<file path="src/rtl/mult_arbiter.sv">
// Round-robin front end that shares one multiplier between two clients:
// captures the winner's operands, kicks the multiplier, and returns the product.
module mult_arbiter #(
    parameter int N   = 8,
    parameter int TMO = 40
) (
    input  logic           clk,
    input  logic           rst,
    input  logic           req0,
    input  logic           req1,
    input  logic [N-1:0]   a0,
    input  logic [N-1:0]   b0,
    input  logic [N-1:0]   a1,
    input  logic [N-1:0]   b1,
    output logic           ack0,
    output logic           ack1,
    output logic           done0,
    output logic           done1,
    output logic [2*N-1:0] p_out,
    output logic           err,
    output logic           mul_go,
    output logic [N-1:0]   mul_a,
    output logic [N-1:0]   mul_b,
    input  logic           mul_done,
    input  logic [2*N-1:0] mul_p,
    output logic           busy,
    output logic [1:0]     state
);
    localparam int CW = $clog2(TMO + 1);
    localparam logic [CW-1:0] CNT_LAST = CW'(TMO - 1);

    typedef enum logic [1:0] {
        IDLE  = 2'b00,
        ISSUE = 2'b01,
        WAIT  = 2'b10,
        RESP  = 2'b11
    } state_t;

    state_t        st_q, st_d;
    logic          gnt, last;
    logic          take, pick, timeout;
    logic [CW-1:0] cnt;

    // On a tie the client that was not served last wins.
    assign take    = req0 | req1;
    assign pick    = (req0 & req1) ? ~last : req1;
    assign timeout = (cnt == CNT_LAST);
    assign state   = st_q;

    always_ff @(posedge clk or posedge rst) begin
        if (rst) st_q <= IDLE;
        else     st_q <= st_d;
    end

    // Handshake outputs depend only on registered state and gnt.
    always_comb begin
        st_d   = st_q;
        ack0   = 1'b0;
        ack1   = 1'b0;
        done0  = 1'b0;
        done1  = 1'b0;
        mul_go = 1'b0;
        busy   = (st_q != IDLE);
        case (st_q)
            IDLE:  if (take) st_d = ISSUE;
            ISSUE: begin
                st_d   = WAIT;
                mul_go = 1'b1;
                ack0   = ~gnt;
                ack1   = gnt;
            end
            WAIT:  if (mul_done || timeout) st_d = RESP;
            RESP:  begin
                st_d  = IDLE;
                done0 = ~gnt;
                done1 = gnt;
            end
            default: st_d = IDLE;
        endcase
    end

    always_ff @(posedge clk or posedge rst) begin
        if (rst) begin
            gnt   <= 1'b0;
            last  <= 1'b1;
            cnt   <= '0;
            p_out <= '0;
            err   <= 1'b0;
            mul_a <= '0;
            mul_b <= '0;
        end else begin
            case (st_q)
                IDLE: if (take) begin
                    gnt   <= pick;
                    last  <= pick;
                    cnt   <= '0;
                    mul_a <= pick ? a1 : a0;
                    mul_b <= pick ? b1 : b0;
                end
                WAIT: begin
                    cnt <= cnt + CW'(1);
                    // A completion in the same cycle as the timeout still wins.
                    if (mul_done) begin
                        p_out <= mul_p;
                        err   <= 1'b0;
                    end else if (timeout) begin
                        p_out <= '0;
                        err   <= 1'b1;
                    end
                end
                default: ;
            endcase
        end
    end
endmodule

</file>
<file path="config.mk">
export PLATFORM = sky130hd
export DESIGN_NAME = mult_arbiter
export DESIGN_NICKNAME = d
export VERILOG_FILES = /design/src/rtl/mult_arbiter.sv
export SDC_FILE = /design/constraint.sdc
export NUM_CORES = 1
export LEC_CHECK = 0
export CELL_PAD_IN_SITES_DETAIL_PLACEMENT = 0
export CELL_PAD_IN_SITES_GLOBAL_PLACEMENT = 1
export CORE_MARGIN = 1
export CORE_UTILIZATION = 49
export CTS_CLUSTER_DIAMETER = 40
export CTS_CLUSTER_SIZE = 25
export DETAILED_ROUTE_END_ITERATION = 8
export DONT_BUFFER_PORTS = 1
export PLACE_DENSITY_LB_ADDON = 0.1
export SETUP_SLACK_MARGIN = 0.05
export SLEW_MARGIN = 5
export SYNTH_ARGS = -nofsm -noshare
export SYNTH_HDL_FRONTEND = slang
export SYNTH_SLANG_ARGS = --single-unit
</file>
<file path="constraint.sdc">
create_clock -name clk -period 2.7 [get_ports clk]
set_input_delay 0.54 -clock clk [delete_from_list [all_inputs] [get_ports clk]]
set_output_delay 0.54 -clock clk [all_outputs]
set_load 0.01 [all_outputs]
</file>
==> results.yml, run 1 <==
outcome:
  run_status: "finished, final reports clean"
power:
  p_sw_mw: 0.952
  p_sw_share_pct: 38.3
  ir_drop_uv: 475
  clkPwrFrac_pct: 19.0
  p_leak_nw: 0.964
  power_frac_comb_pct: 29.8
  power.internal_mw: 1.54
  power_frac_seq_pct: 51.2
  power.density_nw_per_um2: 1190
floorplanning:
  die_area_sq_um: 4280
  start_util_pct: 52.3
  boundaryPins: 94
  num_rows: 22
  fp.dieW_um: 65.5
  core_area_sq_um: 3770
  die_h_um: 65.5
hold_path:
  hp-class: "input port to asynchronous set/reset pin"
global_routing:
  antenna_found_initial: 0
  grt_pass1_wl_mm: 5.56
  grt_max_degree: 33
  overflow: 0
  grt_pass1_vias: 1257
  grt_usage_pct: 17.6
cells_and_area:
  syn_to_final_growth_pct: 6.15
  drive_gt1_share_pct: 10.4
  final_core_util_pct: 55.5
  multi_input_area_sq_um: 810
  regArea_sq_um: 1080
  antenna_cells: 0
  nets: 231
  final_cell_area_sq_um: 2090
  fillers: 319
logic_synthesis:
  syn_area_sq_um: 1970
  avgSynthCellArea_sq_um: 11.5
  synth_area_leaders: "dfrtp_1, mux2i_1, a22o_1"
  netlist_instances: 172
  yosysTopAreaCellShare_pct: 53.3
  ys_ff_latch: 43
  yosysUniqueCellTypes: 32
  ys_warn_count: 0
  yosys.area.top_type: "dfrtp_1"
  seq_area_frac_synth_pct: 54.6
  syn_nets: 230
cts:
  htreeDepth: 2
  ctsHoldBuffers: 0
  numCtsBuffers: 5
  ctsResizeCount: 0
  cts_setup_buffers: 0
  clock_latency_ps: 290
  cts_root_buffer: "clkbuf_8"
  clk_path_buf_depth: 2
  clkTransAtPathRegs_ps: 80
  cts.sinks: 43
  tritoncts: "done"
sta:
  fin_crit_ps: 1900
  setup_violations: 0
  tightest_slew_ps: 980
  rsz0062_at_grt: "false"
  fmax_mhz: 526
  hold_viol_final: 0
  slew_headroom_pct: 34.2
  fin_crit_sh_pct: 70.3
  tns_ps: 0
  finalClockSkew_ps: 5.42
  fin_ws_ps: 801
  slew_viol_final: 0
place:
  place_area_sq_um: 1990
  place_hpwl_mm: 2.69
  gp_congestion: 0.682
  dp_slack_ps: 831
  io_buffers: 0
detailed_routing:
  highest_layer: "met4"
  wl_per_cell_um: 16.5
  wl_met1_mm: 1.60
  ant_nets: 0
  via_per_inst: 5.68
  wl_mm: 3.66
  drtIter0Drc: 91
  wl_met3_um: 351
  drc_errors: 0
  firstDrtPassIters: 3
  wl_met2_mm: 1.66
  vias: 1256
flow_run:
  max-cap-violations: 0
critical_path:
  critPathKind: "register to output port"
  start_kind: "register"
  end_kind: "output port"
  critPathMaxFanout: 5
  cp.arrival_ps: 1360
  required_ps: 2160
[per-stage QoR]
stage	hold WS (ps)	instances	total power, mW
finish	239	221	2.49
global route	303	221	2.67
CTS	266	221	2.52
detailed placement	527	214	2.04
global placement	513	214	1.99
floorplan	489	172	1.89
[path summary, 6_finish.rpt]
kind	startpoint	slack, ps	cells past startpoint	to
min in group clk	req0	320	1	last
worst min-delay path	rst	240	1	mul_b[7]
worst max-delay path	state[1]	800	3	ack0
worst min register to register	cnt[0]	540	1	cnt[0]
worst max register to register	state[0]	840	6	state[1]
max in group asynchronous	rst	1870	2	cnt[3]
[power by group through the flow]
stage | Combinational (mW) | Clock (mW) | Sequential, mW
2_1_floorplan | 0.666 | 0 | 1.22
3_3_place_gp | 0.711 | 0 | 1.28
3_5_place_dp | 0.753 | 0 | 1.29
4_1_cts | 0.759 | 0.484 | 1.28
5_1_grt | 0.847 | 0.513 | 1.31
6_report | 0.741 | 0.473 | 1.27
[critical path, cell delays in order (launching register included)]
cell     delay (ps)
dfrtp_1         470
inv_1           110
ha_1            230
nor2b_1         250
[final cells by class]
cell class / instances / area share [%]
Sequential cell: 43 / 51.4
Multi-Input combinational cell: 115 / 38.6
Clock buffer: 6 / 3.46
Tap cell: 48 / 2.87
Clock inverter: 1 / 1.43
Timing Repair Buffer: 4 / 1.43
Inverter: 4 / 0.717
[synth_stat cells]
cell      number
dfrtp_1       42
nand2_1       20
o21ai_1       19
a22o_1        18
mux2i_1       17
buf_2          6
nor2_1         6
ha_1           5
a21oi_1        4
inv_1          4
and2_1         3
nor2b_1        3
xnor2_1        3
buf_6          2
nand3_1        2
nor3_1         2
a21boi_2       1
a31oi_1        1
a32o_1         1
buf_4          1
buf_8          1
dfstp_2        1
mux2_1         1
nand2_2        1
nand4_1        1
nor3_2         1
nor3b_2        1
nor4b_2        1
o21ai_0        1
o21ai_2        1
or2b_1         1
or3b_1         1
[registers in the layout, indices dropped and copies added (netlist names)]
name,cells
mul_a,8
p_out,16
last,1
mul_b,8
cnt,6
gnt,1
state,2
err,1
[cell usage in the layout, fill, tap and decap left out, drive strengths merged, types with 4 or more instances in the layout]
| cell type | n |
|---|---|
| nand2 | 21 |
| dfrtp | 42 |
| o21ai | 21 |
| buf | 4 |
| ha | 5 |
| nor2 | 6 |
| a21oi | 4 |
| mux2i | 17 |
| clkbuf | 6 |
| a22o | 18 |
[cells by family (layout without fill, tap and decap cells)]
family	Yosys count	count (layout)	synth area share [%]
AO/OA/AOI/OAI	46	46	15.9
flip-flops	43	43	54.6
AND/OR/NAND/NOR	43	43	11.2
multiplexers	18	18	9.19
buffers and inverters	14	15	4.57
adder cells (fa/ha/maj)	5	5	3.17
XOR/XNOR	3	3	1.33
[metal layers]
metal  vias up  GRT usage, %
li1        608             -
met1       576          20.5
met2        67          28.6
met3         5          7.81
met4         0          6.52
met5         -             0
No activity file was read; power rests on OpenSTA's default activity.
==> inputs of run 2 (changes only) <==
CORE_UTILIZATION = 41   (was 49)
clock period = 1.7 ns   (was 2.7 ns; I/O delays follow)
==> run 2 against run 1 <==
- the run now ends with DRC left
- setup slack got worse by 690 ps
- sequential share of layout area fell by 2.3 points
- flip-flop and latch count did not move
- global-route usage fell by 2.9 points
- combinational power rose by 92%
- final cell count rose by 5.0%
- power rose by 63%
- largest cell class unchanged
==> results.yml, run 2 (same netlist as run 1, synthesis figures left out) <==
place:
  io_buffers: 0
  gp_congestion: 0.780
  place_hpwl_mm: 2.67
  dp.cells: 222
  place_area_sq_um: 2040
global_routing:
  antenna_found_initial: 0
  overflow: 0
  grt_usage_pct: 14.7
  grt_pass1_vias: 1270
  grt_max_degree: 44
  grt_pass1_wl_mm: 5.75
sta:
  hold_viol_final: 0
  fmax_mhz: 629
  slew_headroom_pct: 64.6
  tns_ps: 0
  slew_viol_final: 0
  fin_crit_ps: 1590
  tightest_slew_ps: 532
  holdWs_ps: 47.8
  rsz0062_at_grt: "false"
  fin_crit_sh_pct: 93.5
  finalClockSkew_ps: 2.22
  setup_violations: 0
floorplanning:
  core_area_sq_um: 4470
  boundaryPins: 94
  die_h_um: 71.4
  num_rows: 24
  start_util_pct: 44.1
  die_area_sq_um: 5090
  fp.dieW_um: 71.4
power:
  p_total_mw: 4.05
  power.density_nw_per_um2: 1850
  p_leak_nw: 0.997
  ir_drop_uv: 647
detailed_routing:
  vias: 1318
  wl_mm: 3.77
  firstDrtPassIters: 6
  drc_errors: 6
  via_per_inst: 5.68
  wl_per_cell_um: 16.3
  drtIter0Drc: 40
  ant_nets: 0
critical_path:
  required_ps: 1360
  critPathMaxFanout: 3
  end_kind: "output port"
  r2r_slack_ps: 130
  path_depth: 3
  r2r-end: "state[1]"
  critPathKind: "register to output port"
  r2r_cells: 6
  crit-reg2reg-launch: "state[1]"
  crit_path_cell_trace: "buf_4 > ha_2 > and2_4"
  start_kind: "register"
  cp.arrival_ps: 1250
  cp_slowest_stage_delay_ps: 400
  cp_top_family: "flip-flops"
  critPathLaunch: "state[0]"
  worstSetupEndpoint: "ack1"
  critical_path_buf_inv_count: 1
  crit_slowest_cell: "dfrtp_1"
cells_and_area:
  top_register: "p_out"
  syn_to_final_growth_pct: 11.1
  antenna_cells: 0
  fin_cells: 232
  final_cell_mix: "dfrtp_1, nand2_1, a22o_1, o21ai_1, mux2i_1"
  drive_gt1_share_pct: 17.8
  layout_commonest_cell: "dfrtp_1"
  final_cell_area_sq_um: 2190
  nets: 237
  reg.largest.list: "p_out: 16 flops, mul_a: 8 flops, mul_b: 8 flops"
  largest_reg_flops: 16
cts:
  numCtsBuffers: 5
  cts.sinks: 43
  htreeDepth: 2
  ctsHoldBuffers: 0
  clock_latency_ps: 290
  clk_path_buf_depth: 2
  clkTransAtPathRegs_ps: 80
  cts_root_buffer: "clkbuf_8"
  tritoncts: "done"
hold_path:
  hp-class: "input port to asynchronous set/reset pin"
outcome:
  run_status: "finished with violations"
  violations: "DRC"
flow_run:
  max-cap-violations: 0
run 2: repair_timing:
action | 4_1_cts | 5_1_grt
pin swaps | 0 | 1
endpoints found under the setup margin | 5 | 24
hold endpoints to repair | 0 | 0
gates resized for setup | 3 | 9
buffers inserted | 0 | 2
run 2: stage by stage:
step,util (%),setup slack (ps)
after floorplan,-,76.4
after global placement,45.6,85.6
after detailed placement,45.6,58.5
after CTS,47.8,58.7
after global routing,49.0,47.0
final,49.0,110
run 2: worst min-delay path by stage:
stage | from | to | slack [ps]
2_1_floorplan | req0 | last | 410
3_3_place_gp | rst | p_out[2] | 390
3_5_place_dp | rst | p_out[2] | 390
4_1_cts | rst | mul_b[5] | 70
5_1_grt | rst | p_out[4] | 90
6_report | rst | p_out[4] | 50
run 2: report_power, final:
part | internal, mW | switching (mW) | total (mW)
combinational | 0.690 | 0.735 | 1.42
clock | 0.287 | 0.334 | 0.620
sequential | 1.49 | 0.515 | 2.00
total | 2.46 | 1.58 | 4.05
run 2: area by class of cell:
cell class                      instances  area, sq um
Multi-Input combinational cell        115          862
Tap cell                               52         65.1
Sequential cell                        43         1080
Clock buffer                            6         72.6
Timing Repair Buffer                   10         87.6
Inverter                                4         15.0
Clock inverter                          2         12.5
Fill cell                             396         2280
run 2: per-layer routing:
metal / track usage, % / up-vias / routed length (um)
met5: 0 / - / 0
met4: 4.67 / 0 / 47
met3: 5.49 / 5 / 243
met2: 26.2 / 56 / 1930
met1: 16.2 / 635 / 1550
li1: - / 622 / -
==> inputs of run 3 (changes only) <==
--- a/constraint.sdc
+++ b/constraint.sdc
@@ -3,2 +3,2 @@
 set_output_delay 0.34 -clock clk [all_outputs]
-set_load 0.01 [all_outputs]
+set_load 0.02 [all_outputs]
==> run 3 against run 2 <==
- register-to-register slack got worse by 20 ps
- global-route usage increased by 0.76 points
- final cell count increased by 1.3%
- fmax decreased by 3.3%
- the run still ends with DRC left
- count of clock-buffer cells in the layout unchanged
- core utilization increased by 1.0 points
- sequential share of layout area decreased by 0.96 points
- combinational power increased by 8%
- highest routed layer unchanged
==> results.yml, run 3 (same netlist as run 1, synthesis figures left out) <==
outcome:
  run_status: "finished with violations"
  violations: "DRC"
place:
  io_buffers: 0
  gp_congestion: 0.744
  place_hpwl_mm: 2.85
sta:
  tns_ps: 0
  setup_violations: 0
  rsz0062_at_grt: "true"
  fmax_mhz: 608
  fin_crit_sh_pct: 96.7
  slew_viol_final: 0
  finalClockSkew_ps: 7.57
  tightest_slew_ps: 640
  slew_headroom_pct: 57.1
  fin_crit_ps: 1640
  hold_viol_final: 0
global_routing:
  grt_max_degree: 28
  overflow: 0
  grt_pass1_wl_mm: 6.11
  antenna_found_initial: 0
  grt_pass1_vias: 1349
  grt_usage_pct: 15.5
cts:
  cts_root_buffer: "clkbuf_8"
  numCtsBuffers: 5
  cts.sinks: 43
  clkTransAtPathRegs_ps: 80
  clock_latency_ps: 290
  htreeDepth: 2
  clk_path_buf_depth: 2
  tritoncts: "done"
flow_run:
  max-cap-violations: 0
power:
  p_leak_nw: 1.01
  power.density_nw_per_um2: 1980
  p_total_mw: 4.44
  ir_drop_uv: 796
detailed_routing:
  firstDrtPassIters: 6
  drtIter0Drc: 48
  ant_nets: 0
  vias: 1348
  wl_mm: 3.77
  drc_errors: 8
  via_per_inst: 5.74
  wl_per_cell_um: 16.0
critical_path:
  start_kind: "register"
  critPathLaunch: "state[1]"
  required_ps: 1360
  cp.arrival_ps: 1300
  end_kind: "output port"
  crit-reg2reg-launch: "state[1]"
  critPathMaxFanout: 3
  critPathKind: "register to output port"
hold_path:
  hold_start: "req0"
  hp-class: "input port to register"
cells_and_area:
  drive_gt1_share_pct: 19.7
  antenna_cells: 0
  final_cell_mix: "dfrtp_1, nand2_1, a22o_1, o21ai_1, mux2i_1"
  top_register: "p_out"
  syn_to_final_growth_pct: 13.4
  layout_commonest_cell: "dfrtp_1"
  largest_reg_flops: 16
  nets: 240
  reg.largest.list: "p_out: 16 flops, mul_a: 8 flops, mul_b: 8 flops"
floorplanning:
  die_h_um: 71.4
  start_util_pct: 44.1
  die_area_sq_um: 5090
  fp.dieW_um: 71.4
  boundaryPins: 94
  core_area_sq_um: 4470
  num_rows: 24
## run 3: cell types whose count changed in the layout (fill, tap and decap cells not counted), sizes merged
cell         previous run  this run
dlygate4sd3             0         1
buf                    10        12
## run 3: layout make-up
cell class	instances	area (sq um)
clock inverter	2	12.5
multi-input combinational	115	862
inverter	4	15.0
clock buffer	6	72.6
fill	412	2240
timing repair buffer	13	133
sequential	43	1080
tap	52	65.1
## run 3: layer usage
| metal | vias to the layer above | part of all wire, % | global-route usage (%) |
|---|---|---|---|
| met1 | 640 | 41 | 17.5 |
| met3 | 5 | 11 | 7.31 |
| met5 | - | 0 | 0 |
| li1 | 631 | - | - |
| met4 | 0 | 0.82 | 4.00 |
| met2 | 72 | 47 | 26.3 |
## run 3: final timing paths
path	endpoint	slack (ps)	cells past startpoint
setup / recovery	done1	60	3
hold / removal	last	110	1
setup reg to reg	p_out[11]	110	6
hold reg to reg	last	540	2
max in group asynchronous	state[0]	690	3
min in group asynchronous	mul_b[3]	500	2
## run 3: critical path: stages, from the launching register on
cell and delay [ps]:
dfrtp_1 420, buf_4 180, ha_1 180, and2_2 240
## run 3: repair_timing
action / CTS / global route
hold buffers: 1 / 0
gates cloned: 0 / 0
endpoints found under the hold margin: 15 / 0
endpoints found under the setup margin: 16 / 9
gates resized for setup: 7 / 6
pin swaps: 0 / 1
buffers inserted: 0 / 2
## run 3: where the power goes
part	switching [mW]	internal [mW]	leakage [nW]
Combinational	0.803	0.724	0.435
Sequential	0.805	1.48	0.538
Clock	0.335	0.287	0.0412
## run 3: metrics by stage
| stage | utilization (%) | hold WS (ps) | worst slack (ps) | area, sq um | instances |
|---|---|---|---|---|---|
| finish | 50.0 | 109 | 55.3 | 2240 | 235 |
| global route | 50.0 | 102 | 8.30 | 2240 | 235 |
| CTS | 49.4 | 95.5 | 60.2 | 2210 | 233 |
| detailed placement | 46.4 | 271 | 55.5 | 2070 | 224 |
| global placement | 46.4 | 249 | 139 | 2070 | 224 |
| floorplan | - | 410 | 54.9 | 1980 | 172 |
